===== config.mk =====
export PLATFORM = sky130hd
export DESIGN_NAME = ks_poly_div
export DESIGN_NICKNAME = d
export VERILOG_FILES = /design/src/rtl/ks_poly_div.sv
export SDC_FILE = /design/constraint.sdc
export NUM_CORES = 2
export LEC_CHECK = 0
export ABC_AREA = 1
export BUFFER_PORTS_ARGS = -buffer_cell sky130_fd_sc_hd__buf_2
export CORE_ASPECT_RATIO = 1.2
export CORE_MARGIN = 2
export CORE_UTILIZATION = 55
export CTS_CLUSTER_SIZE = 28
export DETAILED_ROUTE_END_ITERATION = 12
export GPL_TIMING_DRIVEN = 0
export PLACE_DENSITY = 0.8
export REMOVE_ABC_BUFFERS = 1
export SETUP_SLACK_MARGIN = 0.05
export SLEW_MARGIN = 25
export SYNTH_ARGS = -nofsm -noshare
export SYNTH_HDL_FRONTEND = slang
export SYNTH_SLANG_ARGS = --single-unit

===== constraint.sdc =====
create_clock -name clk -period 6.4 [get_ports clk]
set_clock_uncertainty 0.2 [all_clocks]
set_input_delay 1.28 -clock clk [delete_from_list [all_inputs] [get_ports clk]]
set_output_delay 1.28 -clock clk [all_outputs]
set_load 0.02 [all_outputs]

===== src/rtl/ks_poly_div.sv =====
// Sequential GF(2)[x] long divider: retires one dividend bit position per cycle.
// Define KS_POLY_DIV_EXACT_EN to register the zero-remainder "exact" flag; otherwise exact is tied low.
module ks_poly_div #(
   parameter int N = 117
) (
   input  logic             clk,
   input  logic             rst_n,
   input  logic             in_valid,
   output logic             in_ready,
   input  logic [2*N-2:0]   dividend,
   input  logic [N-1:0]     divisor,
   output logic             out_valid,
   input  logic             out_ready,
   output logic [2*N-2:0]   quotient,
   output logic [N-2:0]     remainder,
   output logic             div_zero,
   output logic             exact
);

   localparam int DW = 2*N-1;
   localparam int SW = $clog2(DW);
   localparam int TopInt = DW-1;
   localparam logic [SW-1:0] TopIdx = TopInt[SW-1:0];
   localparam logic [SW-1:0] ShOne  = {{(SW-1){1'b0}}, 1'b1};

   typedef enum logic [1:0] {IDLE, NORM, DIV, DONE} state_t;

   state_t        state_q, state_d;
   logic [DW-1:0] w_q, w_d;
   logic [DW-1:0] dAl_q, dAl_d;
   logic [DW-1:0] q_q, q_d;
   logic [SW-1:0] sh_q, sh_d;
   logic [SW-1:0] k_q, k_d;
   logic          divZero_q, divZero_d;
   logic [SW-1:0] posIdx;

   // Dividend bit sitting under the aligned divisor's leading term; modular wrap is harmless since k <= sh.
   assign posIdx = TopIdx - sh_q + k_q;

   always_ff @(posedge clk or negedge rst_n) begin
      if (!rst_n) begin
         state_q <= IDLE;
      end else begin
         state_q <= state_d;
      end
   end

   always_comb begin
      state_d = state_q;
      case (state_q)
         IDLE: if (in_valid) state_d = (divisor == '0) ? DONE : NORM;
         NORM: if (dAl_q[DW-1]) state_d = DIV;
         DIV:  if (k_q == '0) state_d = DONE;
         DONE: if (out_ready) state_d = IDLE;
         default: state_d = IDLE;
      endcase
   end

   always_comb begin
      w_d       = w_q;
      dAl_d     = dAl_q;
      q_d       = q_q;
      sh_d      = sh_q;
      k_d       = k_q;
      divZero_d = divZero_q;
      case (state_q)
         IDLE: begin
            if (in_valid) begin
               w_d       = dividend;
               dAl_d     = {{(N-1){1'b0}}, divisor};
               q_d       = '0;
               sh_d      = '0;
               k_d       = '0;
               divZero_d = (divisor == '0);
            end
         end
         NORM: begin
            if (!dAl_q[DW-1]) begin
               dAl_d = dAl_q << 1;
               sh_d  = sh_q + ShOne;
            end else begin
               k_d = sh_q;
            end
         end
         DIV: begin
            if (w_q[posIdx]) begin
               w_d      = w_q ^ dAl_q;
               q_d[k_q] = 1'b1;
            end
            dAl_d = dAl_q >> 1;
            if (k_q != '0) k_d = k_q - ShOne;
         end
         default: ;
      endcase
   end

   always_ff @(posedge clk or negedge rst_n) begin
      if (!rst_n) begin
         w_q       <= '0;
         dAl_q     <= '0;
         q_q       <= '0;
         sh_q      <= '0;
         k_q       <= '0;
         divZero_q <= 1'b0;
      end else begin
         w_q       <= w_d;
         dAl_q     <= dAl_d;
         q_q       <= q_d;
         sh_q      <= sh_d;
         k_q       <= k_d;
         divZero_q <= divZero_d;
      end
   end

`ifdef KS_POLY_DIV_EXACT_EN
   logic exact_q, exact_d;

   // Sampled from the final working dividend on the edge that enters DONE.
   always_comb begin
      exact_d = exact_q;
      if (state_q == IDLE && in_valid) exact_d = 1'b0;
      else if (state_q == DIV && k_q == '0) exact_d = (w_d[N-2:0] == '0);
   end

   always_ff @(posedge clk or negedge rst_n) begin
      if (!rst_n) begin
         exact_q <= 1'b0;
      end else begin
         exact_q <= exact_d;
      end
   end

   assign exact = exact_q && (state_q == DONE);
`else
   assign exact = 1'b0;
`endif

   // Results are only driven while presented, so a busy or aborted job never leaks partial values.
   always_comb begin
      in_ready  = (state_q == IDLE);
      out_valid = 1'b0;
      quotient  = '0;
      remainder = '0;
      div_zero  = 1'b0;
      if (state_q == DONE) begin
         out_valid = 1'b1;
         quotient  = q_q;
         remainder = divZero_q ? '0 : w_q[N-2:0];
         div_zero  = divZero_q;
      end
   end

endmodule


After elaboration in Yosys (flattened, before gate mapping)
Index checks and enable logic that the tools add are counted.
Widths: inputs -> output; s select.
{ "op_classes": {"bitwise": 2, "n_addsub": 4, "mux": 30, "n_reduce_logical": 15, "n_eq_ne": 10, "n_lt_le_gt_ge": 3} }
{ "ops": {"columns": ["operator", "n"], "rows": [
  ["$mux 233", 7],
  ["$pmux 233 s2", 2],
  ["$pmux 233 s3", 1],
  ["$or 233x233->233", 1],
  ["$xor 233x233->233", 1],
  ["$mux 116", 2],
  ["$logic_not 117->1", 1],
  ["$mux 8", 4],
  ["$pmux 8 s3", 1],
  ["$lt 8x9->1 const B", 2],
  ["$pmux 8 s2", 1],
  ["$ne 2x2->1 const B", 7],
  ["$mux 2", 5],
  ["$reduce_and 3->1", 3],
  ["$add 8x1->8 const B", 1],
  ["$add 8x8->8", 1],
  ["$bmux 1 s8", 1],
  ["$demux 1 s8", 1],
  ["$ge 8x1->1 const B", 1],
  ["$logic_not 8->1", 1],
  ["$pmux 2 s4", 1],
  ["$reduce_and 4->1", 2],
  ["$reduce_bool 8->1", 1],
  ["$sub 8x1->8 const B", 1],
  ["9 further kinds", 15]
]} }
{ "totals": {"register_bits": 718, "wordCells": 72, "out_inout_bits": 353, "inputBits": 354} }

Logic depth before layout (Yosys ltp)
{ "logic_depth": {"ltp_word": 7, "mapped_depth": 22, "depth_no_buf": 18} }

Worst setup path before layout
OpenSTA, ideal clock, no wires.
{ "synth_path": {"kind": "flip-flop to flip-flop", "from": "register k_q[0]", "to": "register w_q[114]", "setup_ns": 0.117, "t_required_ns": 6.083, "path_buffers": 4, "synth_period_minus_slack_ns": 3.359, "setup_slack_ns": 3.041, "t_arrival_ns": 3.042, "stages_incl_launch_ff": 23, "path_cell_list": "dfrtp_1 inv_1 ha_1 inv_1 ha_1 inv_1 fa_1 inv_1 buf_2 buf_1 nand3_1 nand3_1 nand3_1 nand3_1 nand3_1 nand3_1 nand2_1 nand2_2 nand2_4 buf_4 buf_2 nand2_1 nand2_1"} }
{ "synth_via": {"elab_chain_len": 5} }
{ "synth_lines": {"columns": ["item", "line", "source"], "rows": [
  ["from (decl)", "33", "logic [SW-1:0] k_q, k_d;"],
  ["from (signal assigned)", "110", "k_q <= k_d;"],
  ["$add 8x8->8", "38", "assign posIdx = TopIdx - sh_q + k_q;"],
  ["$bmux 1 s8", "86", "if (w_q[posIdx]) begin"],
  ["$mux 1 (implied by the code)", "86", null],
  ["$ne 2x2->1 (no line)", null, null],
  ["$reduce_and 3->1 (no line)", null, null],
  ["to (signal assigned)", "106", "w_q <= w_d;"],
  ["to (decl)", "29", "logic [DW-1:0] w_q, w_d;"]
]} }
No other way between the ends. The select of a mux whose other input is x is not followed.
A chain may end at the register's enable or synchronous reset.

Final worst setup path
{ "layout_path": {"from": "register k_q[0]", "to": "register q_q[115]"} }
{ "layout_via": {"elab_chain_len": 7, "word_cells_on_any_way": 13, "classes_between": "add/sub: 1; order compare: 2; eq/ne: 1; mux: 6; bitwise: 1; reduce/logical: 2"} }
{ "layout_lines": {"columns": ["item", "line", "source"], "rows": [
  ["parallel branches: the longest is 7 deep, another holds $add 8x8->8", null, null],
  ["to (signal assigned)", "108", "q_q <= q_d;"],
  ["to (decl)", "31", "logic [DW-1:0] q_q, q_d;"]
]} }
Several ways; the timed one is not identified. The select of a mux whose other input is x is not followed.

==> impl_metrics.toml <==
[outcome]
status = "complete, no violations"

[die]
die_width_um = 262
die_h_um = 314
rows = 113
core_um2 = 79200
die-area_um2 = 82300
ios = 707
initial_core_util_pct = 55.6

[clocking]
root_buffer = "clkbuf_16"
clk_path_buf_depth = 3
cts.hold.buffers_added = 0
ctsHtreeMaxLevel = 3
clock-sinks = 718
cts_made_buffers = 77
clk-insertion-delay-late_ns = 0.65
cts_setup_buffers = 0
cts_tree = "done"
clk_pin_slew_worst_paths_ns = 0.06

[worst_hold_path]
min_path_cells = 2
hp-start = "q_q[153]"
hold_path.class = "reg2reg"
min_to = "q_q[153]"

[power_and_ir_drop]
clkPwrFrac_pct = 47.0
power_density_nw_per_um2 = 187
switching_share_pct = 23.8
combPwrFrac_pct = 5.0
leakage_nw = 29.3
p_switching_mw = 2.32
vdd_ir_drop_max_v = 0.000178
p_int_mw = 7.40
pwr-share-seq_pct = 47.9
power_mw = 9.71

[synthesis]
avgSynthCellArea_um2 = 6.64
synth.distinct_cells = 31
synth_seq_cells = 718
syn_inst = 6632
synthTopCellsByArea = "dfrtp_1, nand2_1, nand3_1, a21oi_1, inv_1"
synth_area_leader_cell = "dfrtp_1"
synth_seq_area_share_pct = 40.8
syn-cell-area_um2 = 44000
yosys_warnings = 0
synth.top_cell.area_share_pct = 40.8

[sta]
finalSetupTns_ns = 0
maxSlewViolCount = 0
grt_setup_unrepaired = "no"
post-route-min-period_ns = 6.16
clock.fmax_mhz = 162
setup_viol = 0
maxSlewHeadroom_pct = 33.3
fin_crit_sh_pct = 96.3
worst_pin_slew_ns = 1.00
hold_violations = 0

[worst_setup_path]
r2r_start = "k_q[0]"
cp_data_arrival_time_ns = 6.49
path_class = "reg2reg"
reg2reg_slack_ns = 0.24
slowest_stage = "fa_4"
reg2reg_to = "q_q[115]"
reg2reg_depth = 23
crit_path_start_kind = "register"
crit_path_end_kind = "register"
path_cells = "inv_1 -> ha_4 -> inv_1 -> ha_4 -> inv_1 -> fa_4 -> buf_16 -> inv_4 -> nand3_1 -> nand3_1 -> nand3_1 -> nand3_1 -> nand3_1 -> nand3_1 -> nand2_1 -> nand2_8 -> buf_16 -> nand2_8 -> buf_16 -> buf_16 -> clkbuf_16 -> nand2_1 -> nand2_1"
timing.critical_path.mode_cell = "nand3_1"
required_ns = 6.72
crit_fanout = 76
critPathMaxStageDelay_ns = 0.74

[finish]
layout_commonest_cell = "nand2_1"
nets = 7399
drive_above_1_share_pct = 13.9
final_cell_mix = "nand2_1, nand3_1, dfrtp_1"
syn2layout_area_growth_pct = 18.0

[drt]
drt-total-wl_mm = 163
drtIter0Drc = 7085
ant_nets = 0
wire_per_inst_um = 20.1
remaining_drc_errors = 0
vias_per_cell = 6.04
drtPass1Iterations = 8
dr_total_vias = 49050

[global_routing]
grt_use_total_pct = 37.9
antenna_found_initial = 23
grt_pass1_vias = 44740
grt_first_pass_wirelength_mm = 251
grt-ovfl-total = 0
grt_max_degree = 127

[placed_design]
gp_congestion = 0.902
dp_hpwl_mm = 108
io_buffers = 705

[flow_run]
cap_violations = 0
==> layout make-up <==
cell class / instances / area [µm²]
Timing Repair Buffer: 810 / 5920
Fill cell: 6971 / 27200
Tap cell: 1035 / 1290
Antenna cell: 12 / 30.0
Clock inverter: 24 / 275
Clock buffer: 111 / 2230
Multi-Input combinational cell: 4770 / 21800
Sequential cell: 718 / 18000
Inverter: 644 / 2440
==> critical path: cells and delay by family, from the launching register on <==
kind / cells / cell delay, ns
adders and majority gates: 3 / 1.07
buffers and inverters: 9 / 2.30
DFF: 1 / 0.42
and+or+nand+nor: 11 / 1.86
==> cell families (layout without fill, tap and decap cells) <==
logic type | Yosys count | count (layout) | share of synthesized area (%)
compound gates | 1208 | 1208 | 15.4
xor+xnor | 8 | 8 | 0.176
fa+ha+maj | 24 | 24 | 0.699
buf+inv | 1145 | 1589 | 10.2
flops | 718 | 718 | 40.8
mux | 1 | 1 | 0.0256
other cells | 1 | 13 | 0.00852
simple gates | 3527 | 3528 | 32.7
==> cell usage after synthesis (all sizes together) <==
cell    instances
a22oi           1
nand3b          1
nand3         825
dfrtp         718
fa              1
mux2            1
nor3           12
o221ai        116
nand4          22
a21oi         479
o21ai         373
nand2        2251
nor2          400
inv           643
xnor2           3
xor2            5
conb            1
clkbuf        336
ha             23
o22ai         239
buf           165
nor4           13
clkinv          1
nor3b           3
==> worst max path at each step <==
stage | slack (ns) | start | endpoint
after floorplan | -20.25 | state_q[0] | dAl_q[100]
after global placement | -44.31 | in_valid | q_q[53]
after detailed placement | 0.002 | k_q[3] | q_q[112]
after CTS | 0.15 | k_q[0] | q_q[112]
after global routing | 0.10 | k_q[0] | w_q[174]
final | 0.24 | k_q[0] | q_q[115]
==> power by group through the flow <==
| stage | combinational, mW | clock [mW] | sequential, mW |
|---|---|---|---|
| 2_1_floorplan | 0.189 | 0 | 4.72 |
| 3_3_place_gp | 0.464 | 0 | 4.74 |
| 5_1_grt | 0.544 | 4.79 | 4.66 |
| 3_5_place_dp | 0.480 | 0 | 4.74 |
| 6_report | 0.487 | 4.57 | 4.66 |
| 4_1_cts | 0.484 | 4.59 | 4.66 |
==> routing by layer <==
layer  global-route usage [%]  share of wire (%)
met1                     48.8                 37
met3                     7.71                 10
met4                     23.6                6.6
met2                     58.9                 46
met5                        0               0.11
==> flip-flops by register name, indices dropped and copies added (netlist names) <==
name and cells:
w_q 233, divZero_q 1, k_q 8, q_q 233, state_q 2, sh_q 8, dAl_q 233
==> per-stage QoR <==
step | instance area [µm²] | hold slack [ns] | instances | utilization (%) | setup slack [ns]
floorplan | 42000 | 0.264 | 6131 | - | -20.25
global placement | 46800 | 0.276 | 7871 | 59.1 | -44.31
detailed placement | 49400 | 0.281 | 7975 | 62.4 | 0.00189
CTS | 51900 | 0.296 | 8110 | 65.5 | 0.145
global route | 51900 | 0.316 | 8119 | 65.6 | 0.104
finish | 52000 | 0.299 | 8124 | 65.6 | 0.236
==> what timing repair did <==
| item | 4_1_cts | 5_1_grt |
|---|---|---|
| gates cloned | 0 | 2 |
| setup endpoints to repair | 68 | 79 |
| gates resized for setup | 1 | 0 |
(Power assumes the default switching activity.)
